[config.mk]
export PLATFORM = sky130hd
export DESIGN_NAME = led_flash_sequencer
export DESIGN_NICKNAME = d
export VERILOG_FILES = /design/src/rtl/led_flash_pkg.sv /design/src/rtl/led_flash_sequencer_tick_prescaler.sv /design/src/rtl/led_flash_sequencer.sv
export SDC_FILE = /design/constraint.sdc
export NUM_CORES = 1
export LEC_CHECK = 0
export BUFFER_PORTS_ARGS = -buffer_cell sky130_fd_sc_hd__clkbuf_2
export CELL_PAD_IN_SITES_DETAIL_PLACEMENT = 1
export CELL_PAD_IN_SITES_GLOBAL_PLACEMENT = 1
export CORE_ASPECT_RATIO = 0.75
export CORE_MARGIN = 3
export CORE_UTILIZATION = 48
export DETAILED_ROUTE_END_ITERATION = 8
export PLACE_DENSITY_LB_ADDON = 0.2
export RECOVER_POWER = 100
export SLEW_MARGIN = 20
export SYNTH_ARGS = -nofsm -noshare
export SYNTH_HDL_FRONTEND = slang
export SYNTH_SLANG_ARGS = --single-unit
[constraint.sdc]
create_clock -name clk -period 5.7 [get_ports clk]
set_input_delay 1.425 -clock clk [delete_from_list [all_inputs] [get_ports clk]]
set_output_delay 1.425 -clock clk [all_outputs]
set_load 0.02 [all_outputs]
[src/rtl/led_flash_pkg.sv]
// Shared definitions for the LED flash sequencer: FSM state encoding,
// RGB colour constants and the next-enabled-colour search.
package led_flash_pkg;

    typedef enum logic [1:0] {
        ST_IDLE = 2'd0,
        ST_ON   = 2'd1,
        ST_OFF  = 2'd2
    } state_t;

    localparam logic [2:0] BLUE    = 3'b001;
    localparam logic [2:0] GREEN   = 3'b010;
    localparam logic [2:0] CYAN    = 3'b011;
    localparam logic [2:0] RED     = 3'b100;
    localparam logic [2:0] MAGENTA = 3'b101;
    localparam logic [2:0] YELLOW  = 3'b110;
    localparam logic [2:0] WHITE   = 3'b111;

    localparam logic [2:0] RGB_OFF = 3'b000;

    // Lowest enabled colour strictly above cur; RGB_OFF when none.
    // Passing cur = RGB_OFF yields the lowest enabled colour.
    function automatic logic [2:0] next_colour(input logic [6:0] mask,
                                               input logic [2:0] cur);
        logic [2:0] r;
        logic [2:0] c;
        r = RGB_OFF;
        // Scan downward so the lowest qualifying colour is the last written.
        for (int unsigned i = 7; i > 0; i--) begin
            c = 3'(i);
            if (mask[c - 3'd1] && (c > cur)) begin
                r = c;
            end
        end
        return r;
    endfunction

endpackage

[src/rtl/led_flash_sequencer_tick_prescaler.sv]
// Clock prescaler for the LED flash sequencer.
// Ports:
//   clk   - system clock
//   rst_n - asynchronous active-low reset
//   en    - count enable; counter is held at 0 while low
//   tick  - one-cycle pulse on terminal count TICK_DIV-1
module tick_prescaler #(
    parameter int unsigned TICK_DIV = 4000
) (
    input  logic clk,
    input  logic rst_n,
    input  logic en,
    output logic tick
);

    localparam int unsigned CW = (TICK_DIV > 1) ? $clog2(TICK_DIV) : 1;
    localparam logic [CW-1:0] TERM = CW'(TICK_DIV - 1);

    logic [CW-1:0] r_cnt;

    always_ff @(posedge clk or negedge rst_n) begin
        if (!rst_n) begin
            r_cnt <= '0;
        end else if (!en || (r_cnt == TERM)) begin
            r_cnt <= '0;
        end else begin
            r_cnt <= r_cnt + CW'(1);
        end
    end

    assign tick = en && (r_cnt == TERM);

endmodule

[src/rtl/led_flash_sequencer.sv]
// RGB LED flash sequencer: steps through the enabled colours, showing each
// for a programmed ON time followed by an optional OFF (blank) time, in
// continuous or one-shot mode. Times are in prescaler ticks.
// Ports:
//   clk, rst_n   - clock, asynchronous active-low reset
//   start, stop  - single-cycle control requests (stop has priority)
//   one_shot     - 1 = single pass then done, 0 = loop
//   on_time      - ON ticks (0 treated as 1)
//   off_time     - OFF ticks (0 = no OFF phase)
//   colour_mask  - bit i enables colour i+1
//   rgb          - LED drive {R,G,B}
//   colour_idx   - current colour, 0 when idle
//   busy         - not idle
//   done         - one-cycle pulse at end of a one-shot pass
module led_flash_sequencer
    import led_flash_pkg::*;
#(
    parameter int unsigned TICK_DIV = 4000,
    parameter int unsigned TIME_W   = 16
) (
    input  logic              clk,
    input  logic              rst_n,
    input  logic              start,
    input  logic              stop,
    input  logic              one_shot,
    input  logic [TIME_W-1:0] on_time,
    input  logic [TIME_W-1:0] off_time,
    input  logic [6:0]        colour_mask,
    output logic [2:0]        rgb,
    output logic [2:0]        colour_idx,
    output logic              busy,
    output logic              done
);

    state_t            r_state,    w_state_nxt;
    logic [2:0]        r_colour,   w_colour_nxt;
    logic [TIME_W-1:0] r_tcnt,     w_tcnt_nxt;
    logic [TIME_W-1:0] r_on_m1,    w_on_m1_nxt;
    logic [TIME_W-1:0] r_off,      w_off_nxt;
    logic [6:0]        r_mask,     w_mask_nxt;
    logic              r_one_shot, w_one_shot_nxt;
    logic              r_done,     w_done_nxt;

    logic              w_tick;
    logic              w_pre_en;
    logic [2:0]        w_step_colour;
    logic [2:0]        w_first_colour;

    // Gating with stop clears the prescaler on the stop edge; a normal
    // one-shot finish always lands on terminal count, which wraps to 0.
    // This keeps the prescaler at 0 throughout IDLE without a
    // combinational path through the next-state logic.
    assign w_pre_en = (r_state != ST_IDLE) && !stop;

    tick_prescaler #(
        .TICK_DIV (TICK_DIV)
    ) u_prescaler (
        .clk   (clk),
        .rst_n (rst_n),
        .en    (w_pre_en),
        .tick  (w_tick)
    );

    assign w_step_colour  = next_colour(r_mask, r_colour);
    assign w_first_colour = next_colour(r_mask, RGB_OFF);

    always_ff @(posedge clk or negedge rst_n) begin
        if (!rst_n) begin
            r_state    <= ST_IDLE;
            r_colour   <= RGB_OFF;
            r_tcnt     <= '0;
            r_on_m1    <= '0;
            r_off      <= '0;
            r_mask     <= '0;
            r_one_shot <= 1'b0;
            r_done     <= 1'b0;
        end else begin
            r_state    <= w_state_nxt;
            r_colour   <= w_colour_nxt;
            r_tcnt     <= w_tcnt_nxt;
            r_on_m1    <= w_on_m1_nxt;
            r_off      <= w_off_nxt;
            r_mask     <= w_mask_nxt;
            r_one_shot <= w_one_shot_nxt;
            r_done     <= w_done_nxt;
        end
    end

    always_comb begin
        w_state_nxt    = r_state;
        w_colour_nxt   = r_colour;
        w_tcnt_nxt     = r_tcnt;
        w_on_m1_nxt    = r_on_m1;
        w_off_nxt      = r_off;
        w_mask_nxt     = r_mask;
        w_one_shot_nxt = r_one_shot;
        w_done_nxt     = 1'b0;

        if (stop) begin
            w_state_nxt  = ST_IDLE;
            w_colour_nxt = RGB_OFF;
            w_tcnt_nxt   = '0;
        end else begin
            unique case (r_state)
                ST_IDLE: begin
                    if (start && (colour_mask != '0)) begin
                        w_on_m1_nxt    = (on_time == '0) ? '0 : on_time - TIME_W'(1);
                        w_off_nxt      = off_time;
                        w_mask_nxt     = colour_mask;
                        w_one_shot_nxt = one_shot;
                        w_colour_nxt   = next_colour(colour_mask, RGB_OFF);
                        w_tcnt_nxt     = '0;
                        w_state_nxt    = ST_ON;
                    end
                end
                ST_ON, ST_OFF: begin
                    if (w_tick) begin
                        if (((r_state == ST_ON)  && (r_tcnt == r_on_m1)) ||
                            ((r_state == ST_OFF) && (r_tcnt == r_off - TIME_W'(1)))) begin
                            w_tcnt_nxt = '0;
                            if ((r_state == ST_ON) && (r_off != '0)) begin
                                w_state_nxt = ST_OFF;
                            end else if (w_step_colour != RGB_OFF) begin
                                w_colour_nxt = w_step_colour;
                                w_state_nxt  = ST_ON;
                            end else if (r_one_shot) begin
                                w_colour_nxt = RGB_OFF;
                                w_state_nxt  = ST_IDLE;
                                w_done_nxt   = 1'b1;
                            end else begin
                                w_colour_nxt = w_first_colour;
                                w_state_nxt  = ST_ON;
                            end
                        end else begin
                            w_tcnt_nxt = r_tcnt + TIME_W'(1);
                        end
                    end
                end
                default: begin
                    w_state_nxt  = ST_IDLE;
                    w_colour_nxt = RGB_OFF;
                    w_tcnt_nxt   = '0;
                end
            endcase
        end
    end

    assign rgb        = (r_state == ST_ON) ? r_colour : RGB_OFF;
    assign colour_idx = r_colour;
    assign busy       = (r_state != ST_IDLE);
    assign done       = r_done;

endmodule

; Yosys cells after proc, flatten, opt, wreduce, memory -nomap -nowiden
; Index checks and enable logic that the tools add are counted.
; Widths: inputs -> output; s select.
[classes]
n_lt_le_gt_ge = 7
muxes = 52
addsub = 4
n_bitwise = 1
eq_ne = 9
reduce_logical = 28
[op_table]
columns = operator, n
row1 = $mux 3, 29
row2 = $mux 16, 5
row3 = $eq 16x16->1, 2
row4 = $pmux 16 s2, 1
row5 = $sub 16x1->16 const B, 2
row6 = $add 16x1->16 const B, 1
row7 = $logic_not 16->1, 1
row8 = $reduce_bool 16->1, 1
row9 = $logic_and 1x1->1, 13
row10 = $add 12x1->12 const B, 1
row11 = $eq 12x12->1 const B, 1
row12 = $gt 3x3->1 const A, 4
row13 = $mux 12, 1
row14 = $mux 2, 5
row15 = $mux 1, 9
row16 = $ne 3x3->1 const B, 3
row17 = $reduce_bool 7->1, 1
row18 = $gt 2x3->1 const A, 2
row19 = $pmux 3 s2, 1
row20 = $reduce_and 3->1, 2
row21 = $pmux 2 s2, 1
row22 = $reduce_and 4->1, 1
row23 = $gt 1x3->1 const A, 1
row24 = $ne 3x2->1 const B, 1
row25 = 10 further kinds, 12
[totals]
register_bits = 74
word_cells = 110
output_inout_bits = 8
in_bits = 44

; Longest topological paths before layout
; Gate-level depths: netlist (run 1).
[logic_depth]
ltp_word = 16
mapped_depth = 10
ltp_nobuf = 9

; By module
; Synthesis (run 1) repeated with hierarchy kept, for this count alone.
[unflattened]
hier_cells = 493
area_unflattened_um2 = 4648.2
[by_module_without_submodules]
columns = mod, n_inst, cells_per_inst, area_each_um2, seq_area_each_um2
row1 = led_flash_sequencer, 1, 434, 4018.9, 1551.5
row2 = tick_prescaler, 1, 59, 629.4, 300.3

; Least setup slack after synthesis (run 1)
; Ideal clock, no wire load.
[synth_timing]
path_kind = input-to-reg
start = input port colour_mask[3]
end = register r_colour[0] (netlist: colour_idx[0])
n_path_buf = 0
setup_slack_ps = 2244
t_required_ps = 5572
cell_stages = 7
arrival_ps = 3329
setup_time_ps = 128
cell_sequence = or4_4 or4_4 a21o_1 a21o_1 a31oi_2 o21ai_2 mux2_1
[synth_via]
elab_chain_len = 7
elab_cells_between_ends = 11
classes_between = 1 x eq/ne / 7 x mux / 3 x reduce/logical
[synth_rtl]
columns = element, line
row1 = "start, declared", led_flash_sequencer.sv:28  ; input logic [6:0] colour_mask,
row2 = $mux 3 (4 in a row), led_flash_pkg.sv:31  ; if (mask[c - 3'd1] && (c > cur)) begin
row3 = $mux 3, led_flash_sequencer.sv:106  ; if (start && (colour_mask != '0)) begin
row4 = $pmux 3 s2, led_flash_sequencer.sv:104  ; unique case (r_state)
row5 = $mux 3, led_flash_sequencer.sv:99  ; if (stop) begin
row6 = "end signal, assigned", led_flash_sequencer.sv:79  ; r_colour <= w_colour_nxt;
row7 = "end, declared", led_flash_sequencer.sv:36  ; logic [2:0] r_colour, w_colour_nxt;
; Several ways; a longest one is shown, not always the timed one. The select of a mux whose other input is x is not followed.
; A chain may end at the register's enable or synchronous reset.

; Final worst setup path (run 1)
[layout_timing]
start = input port colour_mask[3]
end = register r_state[0]
[layout_via]
elab_chain_len = 4
[layout_rtl]
columns = element, line
row1 = $reduce_bool 7->1, led_flash_sequencer.sv:106
row2 = $logic_and 1x1->1, led_flash_sequencer.sv:106
row3 = $ne 3x3->1 (no source line), n/a
row4 = $reduce_and 3->1 (no source line), n/a
row5 = "end signal, assigned", led_flash_sequencer.sv:78  ; r_state <= w_state_nxt;
row6 = "end, declared", led_flash_sequencer.sv:35  ; state_t r_state, w_state_nxt;
; No other way between the ends.

==> metrics, run 1 <==
status=complete, but fails checks; failing checks=max-capacitance violations, max-slew violations; post-route setup TNS=0 ns; Worst Path Max Fanout=14; syn_nets=602; Vert. Die Dim=91.8 um; ranking of synthesized cells by area=dfrtp_1 (39%), nand2_1 (8.4%), xor2_1 (6.9%); Setup WS post-layout=1.37 ns; hold slack=0.505 ns; Yosys reg bits=74; CP dominant cell by count=or4_1; routed vias=4051; Cell Rows=30; H-tree level count=3; Netlist cell types=61; unrepaired setup endpoints after global routing=false; Max Freq=~0.23 GHz; Initial Util=50.6%; highest metal used=met4; Post-synth EDFFs=0; FFs w/ async S/R, synth=100%; clock tree root buffer cell=clkbuf_16; Final ANT Viol Nets=0; Final Hold Vio Count=0; I/O pins=52; die area=11000 um^2; CTS Hold Bufs=0; initial antenna violation count=0; yosys warns=0; Mapped Cells=between 500 and 600; Longest Clk Path Bufs=2; fraction of layout cells with a size suffix above 1=between 10% and 20%; Post-CTS Resized=0; Worst-Skew Late Latency=0.34 ns; Slew Viols, Final=47; Worst path max stage delay=0.98 ns; slowest CP cell=a221oi_1; nets@finish=around 640; Power Density=480 nW/um^2; Final Setup Violations=0; TritonCTS clock tree=yes; CTS Buf Count=9; fraction of the cycle the final worst path needs=about three quarters; WL met2=5.86 mm; worst slack at placement=1.69 ns; Avg WL per Cell=17.4 um; mean post-synth cell area=about 8.6 um^2; fin crit period=4.33 ns; gr usage total=between 20% and 30%; vias in the first global route=between 4000 and 5000; DRT met1 WL=6.05 mm; Yosys top cell area share=between 30% and 40%; element type at the critical path start=primary input; crit path DAT=4.55 ns; Final HPWL DP=roughly 9.5 mm; Data required, critical path=5.92 ns; final WL=12.6 mm; post-CTS setup buffers=0; die width=about 120 um; Remaining DRCs=0; largest net degree at the start of global routing=47; CTS clock-pin slew for the worst setup and hold paths=0.06 ns; 1st-iter DRT viols=229; max_slew headroom=-72.8%; Worst Hold Class=reg -> reg; actual slew at the worst max-slew pin=about 2.6 ns; clock net sink count=74; Final Wtd Congestion=0.874; core area=9310 um^2; Synth-to-Final Area Change=11.9%; crit-path cells=clkbuf_1, or4_1, or4_1, a221oi_1, a21oi_1, mux2_1; Pre-antenna DRT Iters=4; GRT Residual Overflow=0; Pleak=about 2.3 nW; area of the mapped netlist=4710 um^2; n_diodes=0; Setup Crit Path Kind=in -> reg; Synth Flop Type=dfrtp_1; met3 routed WL=about 530 um; Buffers on Ports=51; IR drop worst, VDD=168 uV; Worst Skew=0.00565 ns; Worst Setup End Kind=flop; MaxCap Viol Count=1; area leader, netlist=dfrtp_1; first-pass GRT wire length=around 21 mm; vias per inst=5.60; register area share after synthesis=39.3%
==> registers in the layout, summed over array words and instances (netlist names) <==
register	flops
r_tcnt	16
u_prescaler.r_cnt	12
colour_idx	3
r_mask	7
r_state	2
r_on_m1	16
r_off	16
done	1
r_one_shot	1
==> cell usage in the layout, fill, tap and decap left out, types with 3 or more instances in the layout <==
| cell type | n |
|---|---|
| nor2_1 | 55 |
| nand3_1 | 17 |
| nor2b_1 | 4 |
| o22ai_1 | 4 |
| mux2_1 | 4 |
| a21o_1 | 5 |
| nand4_1 | 12 |
| dfrtp_1 | 74 |
| a311oi_1 | 3 |
| and3_1 | 9 |
| xnor2_1 | 32 |
| clkbuf_1 | 13 |
| or4_1 | 5 |
| nand2_1 | 105 |
| o21ai_0 | 30 |
| ha_1 | 9 |
| nand2b_1 | 7 |
| nor4b_1 | 4 |
| xor2_1 | 37 |
| inv_1 | 16 |
| clkbuf_16 | 9 |
| a31oi_1 | 5 |
| nor4_1 | 13 |
| o21bai_1 | 3 |
| and2_1 | 4 |
| nor3b_1 | 3 |
| clkbuf_2 | 39 |
| o31ai_1 | 3 |
| clkinv_2 | 3 |
| a21oi_1 | 16 |
| nor3_1 | 14 |
==> final cells by class <==
type,count,area [um^2]
clock inverter,7,70.1
inverter,17,63.8
multi-input combinational,436,2650
tap,128,160
timing repair buffer,53,251
sequential,74,1850
clock buffer,9,225
fill,1187,4040
==> critical path: cells and delay by family <==
family	cells	cell delay, ns
muxes	1	0.45
and+or+nand+nor	2	1.08
AOI/OAI and AO/OA	2	1.48
buffers and inverters	1	0.12
==> cell usage after synthesis, drive strengths merged (5+ instances only) <==
cell type / number
dfrtp: 74
nand4: 13
or4: 6
nor4: 15
xor2: 37
nor3: 15
mux2: 6
a21o: 5
clkbuf: 14
buf: 8
nand2b: 7
and3: 9
o21ai: 30
a21oi: 16
xnor2: 32
nand2: 105
a31oi: 6
inv: 16
nor2: 55
nor4b: 5
ha: 9
nand3: 17
==> cells by family (layout without fill, tap and decap cells) <==
family                   count (synthesis)  count (layout)  share of synthesized area (%)
flip-flops                              74              74                           39.3
multiplexers                             8               8                           1.86
buffers and inverters                   39              86                           3.75
XOR/XNOR                                69              69                           12.8
AO/OA/AOI/OAI                           84              84                           12.0
AND/OR/NAND/NOR                        266             266                           27.8
adder cells (fa/ha/maj)                  9               9                           2.39
==> stage by stage <==
stage	utilization, %	instances	total power [mW]	instance area [um^2]
3_5_place_dp	54.0	708	1.97	5030
4_1_cts	57.2	724	2.56	5330
6_report	56.6	724	2.53	5270
5_1_grt	56.6	724	2.73	5270
2_1_floorplan	-	549	1.69	4710
3_3_place_gp	54.0	708	1.91	5030
==> worst paths after layout <==
path | slack [ns] | startpoint | cells after the start | to
worst min-delay path | 0.50 | u_prescaler.r_cnt[0] | 1 | u_prescaler.r_cnt[0]
worst max register to register | 1.83 | r_off[0] | 9 | r_state[1]
min in group asynchronous | 1.87 | rst_n | 1 | r_mask[4]
worst max-delay path | 1.37 | colour_mask[3] | 6 | r_state[0]
max in group asynchronous | 2.29 | rst_n | 2 | r_on_m1[6]
worst min register to register | 0.50 | u_prescaler.r_cnt[0] | 1 | u_prescaler.r_cnt[0]
==> per-layer routing <==
layer,vias to the layer above,GRT usage [%]
met3,15,4.99
met5,-,0
met1,1976,32.5
met2,82,38.9
met4,0,6.42
li1,1978,-
==> report_power, final <==
group | internal [mW] | total [mW] | switching [mW]
Combinational | 0.406 | 1.04 | 0.630
Sequential | 0.688 | 0.926 | 0.238
Clock | 0.338 | 0.568 | 0.230
Power figures use the tool's default switching activity.
==> run 2: changes to the inputs <==
Settings changed: CORE_UTILIZATION 48 to 40.
Clock period 5.7 ns to 3.85 ns, I/O delays scaled along.
==> run 2 against run 1 <==
  * The flow now finishes without violations
  * Sequential power increased by 48%
  * Power grew 54%
  * Clock-buffer cell count did not move
  * Die area increased by 19%
  * Wire length is 1.1% higher
  * Clock power up 71%
  * Setup slack worse by 0.91 ns
  * Sequential share of layout area fell by 0.74 points
  * Final area grew 2.2%
  * Critical path depth unchanged
  * Utilization down 8.5 points
  * Clock skew increased by 0.0036 ns
  * Critical path type is now reg -> reg
  * Critical endpoint is now r_state[1]
  * Largest power group unchanged
  * Highest routed layer unchanged
==> metrics, run 2 (synthesis results as in run 1) <==
status=finished, final reports clean; met3 routed WL=535 um (+0.38%); clock net sink count=74 (unchanged); Layout fillers=1372 (+16%); final WL=12.7 mm (+1.1%); Data required, critical path=4.07 ns (-1.85 ns); GRT Residual Overflow=0 (unchanged); Final Hold Vio Count=0 (unchanged); Worst-Skew Late Latency=0.34 ns (about the same); Internal=2.26 mW (+58%); hold path start=r_on_m1[4]; Longest Clk Path Bufs=2 (unchanged); CTS clock-pin slew for the worst setup and hold paths=0.06 ns (about the same); IR drop worst, VDD=239 uV (+42%); slowest CP cell=a21oi_2; core area=11200 um^2 (+20%); Worst Hold Class=reg -> reg; leading cell type in the layout, fill and taps excluded=nand2_1; RR Startpoint=r_off[2]; fin util=48.1% (-8.5 points); die area=13100 um^2 (+19%); Worst Setup End Kind=flop; H-tree level count=3 (unchanged); vias per inst=5.42 (-3.2%); Post-CTS Resized=0 (unchanged); vias in the first global route=4291 (+1.5%); Critical path origin=r_off[2]; Final Wtd Congestion=0.904 (+3.4%); WL met2=5.71 mm (-2.5%); Seq pwr share=35.3% (-1.3 points); Final Setup Violations=0 (unchanged); most frequent cells in the layout=nand2_1 (105), dfrtp_1 (74), nor2_1 (55); sw frac=42.0% (-1.4 points); Crit path max-delay family=compound AO/OA/AOI/OAI gates; Max Freq=0.295 GHz; Worst Skew=0.00926 ns (+0.00361 ns); Slew Viols, Final=0 (-100%); Initial Util=42.1% (-8.5 points); Pleak=2.34 nW (+0.99%); actual slew at the worst max-slew pin=1.23 ns (-1.36 ns); Power Density=723 nW/um^2 (+51%); Gate power share=39.8% (-1.1 points); Cell Rows=33 (+10%); max_slew headroom=18.1% (+91 points); post-CTS setup buffers=0 (unchanged); crit path DAT=3.61 ns (-0.94 ns); MaxCap Viol Count=0 (-1); I/O pins=52 (unchanged); CTS Buf Count=9 (unchanged); DRT met1 WL=6.38 mm (+5.6%); Avg WL per Cell=16.8 um (-3.5%); CTS Hold Bufs=0 (unchanged); crit-path cells=nor4_2, o211ai_1, o21ai_0, nand4_1, a21oi_2, mux2_2; initial antenna violation count=0 (unchanged); fin crit period=3.39 ns; post-route setup TNS=0 ns (unchanged); TritonCTS clock tree=yes; first-pass GRT wire length=22.2 mm (+4.5%); 1st-iter DRT viols=225 (-1.7%); fraction of the cycle the final worst path needs=88.1%; Pre-antenna DRT Iters=4 (unchanged); Setup Crit Path Kind=reg -> reg; nets@finish=649 (+0.78%); Final HPWL DP=9.50 mm (+0.42%); unrepaired setup endpoints after global routing=false; total power=3.89 mW (+54%); element type at the critical path start=flop; highest metal used=met4; Remaining DRCs=0 (unchanged); Final ANT Viol Nets=0 (unchanged); routed vias=4106 (+1.4%); n_diodes=0 (unchanged); clock tree root buffer cell=clkbuf_16; Clock power frac=24.9% (+2.4 points); Synth-to-Final Area Change=14.4%; switching power total=1.64 mW (+49%); top flop regs=r_off (16), r_on_m1 (16), r_tcnt (16); gr usage total=20.7% (-3.2 points); Worst Path Buf+Inv=0 (-1); die width=131 um (+9.1%); Worst Path Max Fanout=14 (unchanged); Worst path max stage delay=0.66 ns (-0.32 ns); fraction of layout cells with a size suffix above 1=12.3% (+0.57 points); largest net degree at the start of global routing=38 (-19%); Vert. Die Dim=100 um (+8.9%); Buffers on Ports=51 (unchanged); hold slack=0.497 ns (-0.00730 ns)
run 2: power groups by stage:
| stage | sequential [mW] | clock [mW] | combinational, mW |
|---|---|---|---|
| CTS | 1.37 | 0.990 | 1.58 |
| floorplan | 1.25 | 0 | 1.25 |
| global placement | 1.37 | 0 | 1.49 |
| detailed placement | 1.38 | 0 | 1.54 |
| global route | 1.42 | 1.03 | 1.76 |
| finish | 1.37 | 0.970 | 1.55 |
run 2: through the flow:
stage	worst slack (ns)	instances	instance area [um^2]
2_1_floorplan	0.856	549	4710
3_3_place_gp	0.538	742	5100
3_5_place_dp	0.396	742	5100
4_1_cts	0.474	758	5450
5_1_grt	0.167	758	5380
6_report	0.457	758	5380
run 2: worst paths after layout:
check	endpoint	slack [ns]	cells past startpoint
worst max-delay path	r_state[1]	0.46	6
worst min-delay path	r_on_m1[4]	0.50	2
worst max register to register	r_state[1]	0.46	6
worst min register to register	r_on_m1[4]	0.50	2
max in group asynchronous	r_tcnt[0]	1.42	2
min in group asynchronous	r_mask[5]	0.86	1
run 2: layout make-up:
class | instances | area [um^2] | area share [%]
clock buffers | 9 | 225 | 4.18
clock inverters | 7 | 118 | 2.18
inverters | 17 | 63.8 | 1.19
multi-input cells | 436 | 2660 | 49.3
flip-flops and latches | 74 | 1850 | 34.4
well taps | 157 | 196 | 3.65
repair buffers | 58 | 273 | 5.07
run 2: worst reg2reg max path, cell delays in order (launching register included):
cell,delay [ns]
dfrtp_1,0.50
nor4_2,0.62
o211ai_1,0.26
o21ai_0,0.46
nand4_1,0.36
a21oi_2,0.66
mux2_2,0.41
run 2: metal layers:
metal | vias to the layer above | track usage [%]
met3 | 10 | 4.61
li1 | 1998 | -
met4 | 0 | 4.68
met5 | - | 0
met2 | 92 | 31.9
met1 | 2006 | 30.1
